$ cat src/rtl/bullet_pkg.sv
// Shared constants and slot record for the bullet sprite read path.
package bullet_pkg;
    localparam int SPR_W      = 7;
    localparam int SPR_H      = 25;
    localparam int SPR_WORDS  = SPR_W * SPR_H;
    localparam int TRANSP_IDX = 0;
    localparam int RAM_ADDR_W = 19;
    localparam int COORD_W    = 10;

    typedef struct packed {
        logic               active;
        logic [COORD_W-1:0] x;
        logic [COORD_W-1:0] y;
    } bullet_slot_t;
endpackage

$ cat src/rtl/bullet_sprite_reader_if.sv
// Slot update port: valid/ready handshake carrying one bullet position.
interface bullet_sprite_reader_if
    import bullet_pkg::*;
#(
    parameter int COORD_W = bullet_pkg::COORD_W
);
    logic               upd_valid;
    logic               upd_ready;
    logic [2:0]         upd_slot;
    logic [COORD_W-1:0] upd_x;
    logic [COORD_W-1:0] upd_y;
    logic               upd_active;

    modport master (
        output upd_valid, upd_slot, upd_x, upd_y, upd_active,
        input  upd_ready
    );

    modport slave (
        input  upd_valid, upd_slot, upd_x, upd_y, upd_active,
        output upd_ready
    );
endinterface

$ cat src/rtl/bullet_hit_test.sv
// Combinational box test of one pixel against one bullet slot.
module bullet_hit_test
    import bullet_pkg::*;
#(
    parameter int COORD_W = bullet_pkg::COORD_W,
    parameter int SPR_W   = bullet_pkg::SPR_W,
    parameter int SPR_H   = bullet_pkg::SPR_H
) (
    input  logic                  active,
    input  logic [COORD_W-1:0]    bx,
    input  logic [COORD_W-1:0]    by,
    input  logic [COORD_W-1:0]    draw_x,
    input  logic [COORD_W-1:0]    draw_y,
    output logic                  hit,
    output logic [RAM_ADDR_W-1:0] offset
);
    logic [COORD_W:0] bx_e, by_e, x_e, y_e, dx, dy;
    logic             in_x, in_y;

    // One extra bit so boxes hanging off the right/bottom edge never wrap.
    always_comb begin
        bx_e   = {1'b0, bx};
        by_e   = {1'b0, by};
        x_e    = {1'b0, draw_x};
        y_e    = {1'b0, draw_y};
        in_x   = (x_e >= bx_e) && (x_e < bx_e + (COORD_W+1)'(SPR_W));
        in_y   = (y_e >= by_e) && (y_e < by_e + (COORD_W+1)'(SPR_H));
        hit    = active && in_x && in_y;
        dx     = x_e - bx_e;
        dy     = y_e - by_e;
        offset = RAM_ADDR_W'(dy) * RAM_ADDR_W'(SPR_W) + RAM_ADDR_W'(dx);
    end
endmodule

$ cat src/rtl/bullet_sprite_reader.sv
// Bullet sprite frame-RAM read side: slot table, per-pixel box test and
// re-alignment of pixel metadata with the registered RAM data.
module bullet_sprite_reader
    import bullet_pkg::*;
#(
    parameter int N_BULLETS  = 4,
    parameter int SPR_W      = bullet_pkg::SPR_W,
    parameter int SPR_H      = bullet_pkg::SPR_H,
    parameter int COORD_W    = bullet_pkg::COORD_W,
    parameter int TRANSP_IDX = bullet_pkg::TRANSP_IDX
) (
    input  logic                   Clk,
    input  logic                   Reset_n,
    bullet_sprite_reader_if.slave  upd,
    input  logic                   clear_all,
    input  logic                   pix_valid,
    input  logic [COORD_W-1:0]     DrawX,
    input  logic [COORD_W-1:0]     DrawY,
    output logic [RAM_ADDR_W-1:0]  read_address,
    input  logic [4:0]             ram_data,
    output logic                   out_valid,
    output logic                   out_hit,
    output logic [2:0]             out_idx,
    output logic [2:0]             out_slot
);
    localparam int TBL_CW = bullet_pkg::COORD_W;
    localparam logic [0:0] ST_IDLE  = 1'b0;
    localparam logic [0:0] ST_CLEAR = 1'b1;

    bullet_slot_t          slots_q [N_BULLETS];
    bullet_slot_t          slots_d [N_BULLETS];
    logic [0:0]            state_q, state_d;
    logic [2:0]            clr_cnt_q, clr_cnt_d;
    logic [RAM_ADDR_W-1:0] read_address_q, read_address_d;
    logic                  s1_valid_q, s1_valid_d, s1_hit_q, s1_hit_d;
    logic [2:0]            s1_slot_q, s1_slot_d;
    logic                  s2_valid_q, s2_valid_d, s2_hit_q, s2_hit_d;
    logic [2:0]            s2_slot_q, s2_slot_d;
    logic                  out_valid_q, out_valid_d, out_hit_q, out_hit_d;
    logic [2:0]            out_idx_q, out_idx_d, out_slot_q, out_slot_d;

    logic [N_BULLETS-1:0]  hit;
    logic [RAM_ADDR_W-1:0] offset [N_BULLETS];
    logic                  any_hit;
    logic [2:0]            sel_slot;
    logic [RAM_ADDR_W-1:0] sel_addr;
    logic                  ram_unused;

    assign ram_unused = ^ram_data[4:3];

    for (genvar g = 0; g < N_BULLETS; g++) begin : g_hit
        bullet_hit_test #(
            .COORD_W (COORD_W),
            .SPR_W   (SPR_W),
            .SPR_H   (SPR_H)
        ) u_hit (
            .active (slots_q[g].active),
            .bx     (COORD_W'(slots_q[g].x)),
            .by     (COORD_W'(slots_q[g].y)),
            .draw_x (DrawX),
            .draw_y (DrawY),
            .hit    (hit[g]),
            .offset (offset[g])
        );
    end

    // Walk from the top slot down so the lowest hitting index is left selected.
    always_comb begin
        any_hit  = 1'b0;
        sel_slot = '0;
        sel_addr = '0;
        for (int unsigned k = N_BULLETS; k > 0; k--) begin
            if (hit[k-1]) begin
                any_hit  = 1'b1;
                sel_slot = 3'(k - 1);
                sel_addr = offset[k-1];
            end
        end
    end

    always_comb begin
        state_d   = state_q;
        clr_cnt_d = clr_cnt_q;
        slots_d   = slots_q;
        case (state_q)
            ST_IDLE: begin
                if (upd.upd_valid) begin
                    for (int unsigned k = 0; k < N_BULLETS; k++) begin
                        if (upd.upd_slot == 3'(k)) begin
                            slots_d[k].active = upd.upd_active;
                            slots_d[k].x      = TBL_CW'(upd.upd_x);
                            slots_d[k].y      = TBL_CW'(upd.upd_y);
                        end
                    end
                end
                if (clear_all) begin
                    state_d   = ST_CLEAR;
                    clr_cnt_d = '0;
                end
            end
            default: begin
                for (int unsigned k = 0; k < N_BULLETS; k++) begin
                    if (clr_cnt_q == 3'(k)) slots_d[k].active = 1'b0;
                end
                if (clr_cnt_q == 3'(N_BULLETS - 1)) state_d = ST_IDLE;
                else clr_cnt_d = clr_cnt_q + 3'd1;
            end
        endcase

        s1_valid_d     = pix_valid;
        s1_hit_d       = pix_valid && any_hit;
        s1_slot_d      = sel_slot;
        read_address_d = (pix_valid && any_hit) ? sel_addr : read_address_q;
        s2_valid_d     = s1_valid_q;
        s2_hit_d       = s1_hit_q;
        s2_slot_d      = s1_slot_q;
        out_valid_d    = s2_valid_q;
        out_hit_d      = s2_hit_q && (ram_data[2:0] != 3'(TRANSP_IDX));
        out_idx_d      = out_hit_d ? ram_data[2:0] : '0;
        out_slot_d     = s2_slot_q;
    end

    always_ff @(posedge Clk or negedge Reset_n) begin
        if (!Reset_n) begin
            for (int unsigned k = 0; k < N_BULLETS; k++) slots_q[k] <= '0;
            state_q        <= ST_IDLE;
            clr_cnt_q      <= '0;
            read_address_q <= '0;
            s1_valid_q     <= 1'b0;
            s1_hit_q       <= 1'b0;
            s1_slot_q      <= '0;
            s2_valid_q     <= 1'b0;
            s2_hit_q       <= 1'b0;
            s2_slot_q      <= '0;
            out_valid_q    <= 1'b0;
            out_hit_q      <= 1'b0;
            out_idx_q      <= '0;
            out_slot_q     <= '0;
        end else begin
            slots_q        <= slots_d;
            state_q        <= state_d;
            clr_cnt_q      <= clr_cnt_d;
            read_address_q <= read_address_d;
            s1_valid_q     <= s1_valid_d;
            s1_hit_q       <= s1_hit_d;
            s1_slot_q      <= s1_slot_d;
            s2_valid_q     <= s2_valid_d;
            s2_hit_q       <= s2_hit_d;
            s2_slot_q      <= s2_slot_d;
            out_valid_q    <= out_valid_d;
            out_hit_q      <= out_hit_d;
            out_idx_q      <= out_idx_d;
            out_slot_q     <= out_slot_d;
        end
    end

    assign upd.upd_ready = (state_q == ST_IDLE);
    assign read_address  = read_address_q;
    assign out_valid     = out_valid_q;
    assign out_hit       = out_hit_q;
    assign out_idx       = out_idx_q;
    assign out_slot      = out_slot_q;
endmodule

$ cat src/flat_wrapper.sv
// flat-port wrapper written by rule: the top's interface ports become plain ports
module bullet_sprite_reader_flat import bullet_pkg::*;
#(
    parameter int N_BULLETS  = 4,
    parameter int SPR_W      = bullet_pkg::SPR_W,
    parameter int SPR_H      = bullet_pkg::SPR_H,
    parameter int COORD_W    = bullet_pkg::COORD_W,
    parameter int TRANSP_IDX = bullet_pkg::TRANSP_IDX
)
  (Clk, Reset_n, clear_all, pix_valid, DrawX, DrawY, read_address, ram_data, out_valid, out_hit, out_idx, out_slot, upd_upd_valid, upd_upd_slot, upd_upd_x, upd_upd_y, upd_upd_active, upd_upd_ready);
  bullet_sprite_reader_if #(.COORD_W(COORD_W)) upd_i ();
  input  logic Clk;
  input  logic Reset_n;
  input  logic clear_all;
  input  logic pix_valid;
  input  logic [COORD_W-1:0] DrawX;
  input  logic [COORD_W-1:0] DrawY;
  output logic [RAM_ADDR_W-1:0] read_address;
  input  logic [4:0] ram_data;
  output logic out_valid;
  output logic out_hit;
  output logic [2:0] out_idx;
  output logic [2:0] out_slot;
  input wire logic [$bits(upd_i.upd_valid)-1:0] upd_upd_valid;
  input wire logic [$bits(upd_i.upd_slot)-1:0] upd_upd_slot;
  input wire logic [$bits(upd_i.upd_x)-1:0] upd_upd_x;
  input wire logic [$bits(upd_i.upd_y)-1:0] upd_upd_y;
  input wire logic [$bits(upd_i.upd_active)-1:0] upd_upd_active;
  output wire logic [$bits(upd_i.upd_ready)-1:0] upd_upd_ready;
  assign upd_i.upd_valid = upd_upd_valid;
  assign upd_i.upd_slot = upd_upd_slot;
  assign upd_i.upd_x = upd_upd_x;
  assign upd_i.upd_y = upd_upd_y;
  assign upd_i.upd_active = upd_upd_active;
  assign upd_upd_ready = upd_i.upd_ready;
  bullet_sprite_reader #(.N_BULLETS(N_BULLETS), .SPR_W(SPR_W), .SPR_H(SPR_H), .COORD_W(COORD_W), .TRANSP_IDX(TRANSP_IDX)) u_core (.Clk(Clk), .Reset_n(Reset_n), .upd(upd_i), .clear_all(clear_all), .pix_valid(pix_valid), .DrawX(DrawX), .DrawY(DrawY), .read_address(read_address), .ram_data(ram_data), .out_valid(out_valid), .out_hit(out_hit), .out_idx(out_idx), .out_slot(out_slot));
endmodule
$ cat config.mk
export PLATFORM = sky130hd
export DESIGN_NAME = bullet_sprite_reader_flat
export DESIGN_NICKNAME = d
export VERILOG_FILES = /design/src/rtl/bullet_pkg.sv /design/src/rtl/bullet_sprite_reader_if.sv /design/src/rtl/bullet_hit_test.sv /design/src/rtl/bullet_sprite_reader.sv /design/src/flat_wrapper.sv
export SDC_FILE = /design/constraint.sdc
export NUM_CORES = 1
export LEC_CHECK = 0
export BUFFER_PORTS_ARGS = -buffer_cell sky130_fd_sc_hd__buf_2
export CAP_MARGIN = 30
export CORE_MARGIN = 2
export CORE_UTILIZATION = 25
export CTS_BUF_LIST = sky130_fd_sc_hd__clkbuf_4
export DETAILED_ROUTE_END_ITERATION = 10
export RECOVER_POWER = 100
export SLEW_MARGIN = 20
export SYNTH_ARGS = -nofsm -noshare
export SYNTH_HDL_FRONTEND = slang
export SYNTH_SLANG_ARGS = --single-unit
$ cat constraint.sdc
create_clock -name Clk -period 4.83 [get_ports Clk]
set_input_delay 0.966 -clock Clk [delete_from_list [all_inputs] [get_ports Clk]]
set_output_delay 0.966 -clock Clk [all_outputs]
set_load 0.02 [all_outputs]
==> flow_summary.json, run 1 <==
{
  "status": "finished, violations left",
  "violations": "max-capacitance violations, max-slew violations, negative setup slack",
  "synthTopCellsByArea": "ha_1, dfrtp_1, fa_1",
  "clock-root-buffer": "clkbuf_4",
  "reg2reg_slack_ns": -0.04,
  "ys.flop_type": "dfrtp_1",
  "hold_class": "register to register",
  "clock-sinks": 118,
  "cts_tree": "done",
  "grt_max_degree": 70,
  "slew_headroom_pct": -53.3,
  "vias_per_cell": 4.62,
  "drtPass1Iterations": 7,
  "gp_congestion": 0.937,
  "fin_crit_ns": 5.03,
  "whs_path_depth": 0,
  "syn_to_final_growth_pct": 32.0,
  "r2r-start": "u_core.slots_q[65]",
  "yosysSeqAreaShare_pct": 18.9,
  "gr-total-overflow": 0,
  "vias": 14200,
  "layout_setup_ws_ns": -0.202,
  "yosysUniqueCellTypes": 81,
  "hp-start": "u_core.out_valid_d",
  "worst_ep_arrival_time_ns": 5.57,
  "clock_skew_ns": 0.0507,
  "fin_crit_sh_pct": 104,
  "synthCells": 1786,
  "critPathRequiredTime_ns": 5.37,
  "synth_edf_count": 0,
  "synth_top_cell_area_share_pct": 20.1,
  "clkTransAtPathRegs_ns": 0.13,
  "clock_path_buffers": 2,
  "synth_area_per_cell_um2": 8.74,
  "drc": 0,
  "reg2reg_to": "u_core.read_address[14]",
  "maxSlewViolCount": 144,
  "rsz0062_at_grt": "true",
  "hold_viol_final": 0,
  "grt_use_total_pct": 15.7,
  "dpl.hpwl_um": 43400,
  "layout-drive-gt1-share_pct": 27.2,
  "synth_area_um2": 15600,
  "htree_levels": 4,
  "startpoint_type": "input pin",
  "design.core.area_um2": 61700,
  "yosysTopAreaCell": "ha_1",
  "ctsHoldBuffers": 0,
  "ys_ff_latch": 118,
  "wl_per_cell_um": 16.3,
  "dieArea_um2": 64500,
  "crit_type": "input pin to register",
  "wl_um": 50100,
  "cp_max_fo": 5,
  "portBuffers": 74,
  "antenna_found_initial": 3,
  "start_util_pct": 25.3,
  "r2r_cells": 20,
  "ant_nets": 0,
  "io_pins": 82,
  "ys.warnings.count": 0,
  "cp-end-kind": "register",
  "fmax_ghz": 0.199,
  "async_flop_share_pct": 100,
  "holdPathEnd": "u_core.out_valid",
  "num-nets-final": 2592,
  "maxCapViolCount": 4,
  "fin_setup_tns_ns": -0.731,
  "grt_pass1_wl_um": 77600,
  "grt_pass1_vias": 14400,
  "worst_skew_pair.late_latency_ns": 0.67,
  "die_h_um": 254,
  "worstMarginPinSlew_ns": 2.30,
  "cts_inserted_buffers": 17,
  "setup_violations": 6,
  "die_x_um": 254,
  "rows": 91,
  "drtIter0Drc": 799
}
-- area by class of cell --
cell class	count	area [um^2]
fillers	6450	41100
multi-input cells	1375	12200
repair buffers	431	3050
flip-flops and latches	118	2950
well taps	837	1050
inverters	271	1020
clock inverters	15	170
clock buffers	17	128
diodes	2	5.00
-- worst max path at each step --
| stage | from | endpoint | depth (start not counted) |
|---|---|---|---|
| finish | DrawY[0] | u_core.read_address[12] | 26 |
| global route | DrawY[0] | u_core.read_address[13] | 27 |
| CTS | DrawY[0] | u_core.read_address[13] | 27 |
| detailed placement | DrawY[0] | u_core.read_address[13] | 24 |
| global placement | DrawY[0] | u_core.read_address[13] | 27 |
| floorplan | DrawY[0] | u_core.read_address[12] | 24 |
-- cell usage in the layout, fill, tap and decap left out, types with 36 or more instances in the layout --
cell	instances
a21o_1	36
a21oi_1	95
buf_2	47
buf_4	343
dfrtp_1	118
fa_1	68
ha_1	237
inv_1	253
mux2_2	41
nand2_1	126
nor2_1	79
nor3_1	37
o21ai_0	81
xnor2_1	112
-- cells by family after synthesis --
family / Yosys count / synth area share [%]
DFF: 118 / 18.9
buffers and inverters: 297 / 7.43
adders and majority gates: 330 / 29.9
other: 1 / 0.0240
xor gates and xnor gates: 171 / 9.59
muxes: 42 / 3.02
AOI/OAI and AO/OA: 440 / 19.1
and+or+nand+nor: 387 / 12.0
-- worst max-delay path, stage by stage --
cell and delay, ns:
buf_6 0.10, clkinvlp_4 0.17, buf_6 0.14, ha_4 0.14
inv_4 0.04, fa_2 0.36, a21o_1 0.17, a21oi_2 0.14
o21bai_1 0.10, a21oi_2 0.15, o21bai_1 0.10, a21oi_2 0.27
xnor2_4 0.16, fa_1 0.52, inv_2 0.05, fa_1 0.55
inv_2 0.05, ha_4 0.27, and3_4 0.19, o311ai_4 0.12
a31oi_4 0.20, o21a_1 0.18, nor2_2 0.05, xnor2_1 0.11
o221ai_1 0.17, o21ai_1 0.09
-- per-stage QoR --
step	hold WS [ns]	worst slack [ns]	area (um^2)	util (%)	std cells
2_1_floorplan	0.331	-0.369	15900	-	1790
3_3_place_gp	0.332	-0.849	19700	31.9	3013
3_5_place_dp	0.335	-0.942	19700	32.0	3014
4_1_cts	0.363	-0.146	20300	32.9	3058
5_1_grt	0.367	-0.364	20600	33.4	3066
6_report	0.359	-0.202	20600	33.4	3066
-- per-layer routing --
metal	part of all wire (%)	wire length [um]	track usage, %	vias to the layer above
met5	0.022	11	0	-
met4	3.0	1500	5.38	2
met3	3.8	1930	2.53	68
met2	46	23000	26.0	283
met1	47	23700	20.8	6776
li1	-	-	-	7045
-- synth_stat cells, types with 4 or more instances --
cell type    n
a211oi_1    17
o221ai_1     7
a21oi_1    115
nand2b_1    17
or3_1        9
inv_2        5
mux2_2      41
and4b_1      4
ha_1       251
nor2b_1     20
fa_1        73
o311ai_0     4
o21bai_1    25
nand4_1     10
nand2_1    126
o21ai_0     90
nor3b_1      5
and2_1       7
and3_1       8
buf_4        6
a211o_1      9
maj3_1       6
nor4_1       4
nor2_1      82
clkbuf_1    13
o21a_1      26
a21o_1      36
inv_1      266
xor2_1      39
xnor2_1    132
dfrtp_1    118
nand3_1     35
or2_2        6
o22ai_1      6
nor3_1      41
nand3b_1     5
a31oi_1     18
o31a_1       4
o31ai_1     15
o211ai_1    23
a2111oi_4    4
-- flip-flops by register name, indices dropped and copies added, names as in the netlist --
register,count
u_core.clr_cnt_q,3
u_core.out_hit,1
u_core.out_idx,3
u_core.out_slot,2
u_core.out_slot_d,2
u_core.out_valid,1
u_core.out_valid_d,1
u_core.read_address,15
u_core.s1_hit_q,1
u_core.s1_slot_q,2
u_core.s1_valid_q,1
u_core.s2_hit_q,1
u_core.slots_q,84
u_core.state_q,1
-- repair_timing --
item | 4_1_cts | 5_1_grt
hold endpoints to repair | 0 | 0
pin swaps | 52 | 49
endpoints found under the setup margin | 8 | 9
resized for setup | 42 | 59
setup buffers | 13 | 9
Power of run 1 is not shown: default switching activity piles up to over one toggle a cycle in this logic, so the estimate is an artifact.
==> run 2: changes to the inputs <==
--- a/config.mk
+++ b/config.mk
@@ -5,6 +5,7 @@
 export SDC_FILE = /design/constraint.sdc
 export NUM_CORES = 1
 export LEC_CHECK = 0
+export ABC_CLOCK_PERIOD_IN_PS = 4600
 export BUFFER_PORTS_ARGS = -buffer_cell sky130_fd_sc_hd__buf_2
 export CAP_MARGIN = 30
 export CORE_MARGIN = 2
==> constraint.sdc (replaced) <==
create_clock -name Clk -period 4.6 [get_ports Clk]
set_input_delay 0.92 -clock Clk [delete_from_list [all_inputs] [get_ports Clk]]
set_output_delay 0.92 -clock Clk [all_outputs]
set_load 0.02 [all_outputs]
==> run 2 against run 1 <==
- the run still ends with max-capacitance violations, max-slew violations, negative setup slack left
- count of clock-buffer cells in the layout is the same
- worst hold slack about the same
- sequential cell count stayed put
- critical path type unchanged
- cell count rose by 0.85%
- non-clock buffer count increased by 26
- setup slack worse by 0.18 ns
- global-route usage increased by 0.22 points
- sequential share of layout area down 0.41 points
- critical endpoint is now u_core.read_address[14]
- clock skew is 0.0023 ns lower
- die area unchanged
- routed wire length increased by 1.6%
- final area up 3.0%
==> flow_summary.json, run 2 (synthesized netlist as in run 1, its figures left out) <==
{
  "clkTransAtPathRegs_ns": 0.16,
  "r2r-start": "u_core.slots_q[66]",
  "layout_setup_ws_ns": -0.378,
  "vias": 14200,
  "crit_type": "input pin to register",
  "io_pins": 82,
  "dpl-instance-area_um2": 20000,
  "startpoint_type": "input pin",
  "reg2reg_slack_ns": -0.26,
  "grt_max_degree": 70,
  "reg2reg_to": "u_core.read_address[14]",
  "htree_levels": 4,
  "worst_skew_pair.late_latency_ns": 0.66,
  "clock_skew_ns": 0.0484,
  "antenna_found_initial": 3,
  "clock-root-buffer": "clkbuf_4",
  "gp_congestion": 0.873,
  "fin_crit_sh_pct": 108,
  "violations": "max-capacitance violations, max-slew violations, negative setup slack",
  "design.core.area_um2": 61700,
  "cts_inserted_buffers": 17,
  "drtPass1Iterations": 9,
  "largest-register": "u_core.slots_q",
  "clock_path_buffers": 2,
  "critPathLaunch": "DrawY[0]",
  "utilization_pct": 34.4,
  "start_util_pct": 25.3,
  "layout-drive-gt1-share_pct": 30.1,
  "maxCapViolCount": 3,
  "critPathMaxStageDelay_ns": 0.55,
  "largest_reg_flops": 84,
  "critPathBufInv": 6,
  "cp-end-kind": "register",
  "slew_headroom_pct": -108,
  "rsz0062_at_grt": "true",
  "grt_use_total_pct": 16.0,
  "dp_slack_ns": -1.12,
  "endpoint": "u_core.read_address[14]",
  "hold_viol_final": 0,
  "drtIter0Drc": 766,
  "portBuffers": 74,
  "status": "finished, violations left",
  "die_x_um": 254,
  "cp_max_fo": 4,
  "cp_num_cells": 25,
  "fin_hold_ws_ns": 0.358,
  "r2r_cells": 21,
  "maxSlewViolCount": 140,
  "num-nets-final": 2618,
  "wl_um": 51000,
  "ant_nets": 0,
  "worst_ep_arrival_time_ns": 5.53,
  "cts_tree": "done",
  "gr-total-overflow": 0,
  "syn_to_final_growth_pct": 35.9,
  "die_h_um": 254,
  "grt_pass1_wl_um": 79200,
  "grt_pass1_vias": 14500,
  "setup_violations": 7,
  "mostFrequentLayoutCells": "buf_4, inv_1, ha_1",
  "worstMarginPinSlew_ns": 3.12,
  "vias_per_cell": 4.61,
  "ctsHoldBuffers": 0,
  "fmax_ghz": 0.201,
  "dieArea_um2": 64500,
  "hold_class": "input pin to async pin",
  "dpl.hpwl_um": 44000,
  "stdcell_area_um2": 21200,
  "critPathRequiredTime_ns": 5.15,
  "clock-sinks": 118,
  "fin_crit_ns": 4.98,
  "crit_family": "adder cells",
  "drc": 0,
  "critical_path.slowest_cell": "fa_1",
  "rows": 91,
  "final_common_cell": "buf_4",
  "wl_per_cell_um": 16.5
}
## run 2: cell types whose count changed in the layout (fill, tap and decap cells not counted), moves of 11 or more
cell and change:
ha_1 -12, ha_4 +11, inv_1 -12, buf_4 +21, inv_2 +13
## run 2: per-stage QoR
| step | setup TNS, ns | std cells |
|---|---|---|
| 2_1_floorplan | -3.27 | 1790 |
| 3_3_place_gp | -9.22 | 3036 |
| 3_5_place_dp | -9.95 | 3037 |
| 4_1_cts | -1.49 | 3081 |
| 5_1_grt | -7.68 | 3092 |
| 6_report | -1.69 | 3092 |
## run 2: metal layers
metal,wire [um],part of all wire (%),GRT usage (%),vias to the layer above
li1,-,-,-,7103
met1,23400,46,20.8,6789
met2,24000,47,27.0,283
met3,1920,3.8,2.51,72
met4,1620,3.2,5.09,0
met5,0,0,0,-
## run 2: worst min path at each step
stage                               startpoint                 endpoint  slack (ns)  cells past startpoint
after floorplan           u_core.out_slot_d[0]       u_core.out_slot[0]        0.33                      0
after global placement       u_core.s1_valid_q       u_core.out_valid_d        0.33                      0
after detailed placement  u_core.out_slot_d[0]       u_core.out_slot[0]        0.33                      0
after CTS                    u_core.s1_valid_q       u_core.out_valid_d        0.36                      0
after global routing         u_core.s1_valid_q       u_core.out_valid_d        0.37                      0
final                                  Reset_n  u_core.read_address[12]        0.36                      1
## run 2: timing repair
item                                    CTS  global route
setup buffers                            14            11
pin swaps                                49            69
gates resized for setup                  64            86
endpoints found under the setup margin    9            10
## run 2: cell type report
class	count	area, um^2
Clock inverter	15	248
Antenna cell	2	5.00
Fill cell	6377	40500
Sequential cell	118	2950
Clock buffer	17	128
Tap cell	837	1050
Inverter	271	1020
Timing Repair Buffer	457	3280
Multi-Input combinational cell	1375	12500
Power of run 2 is left out for the same reason.
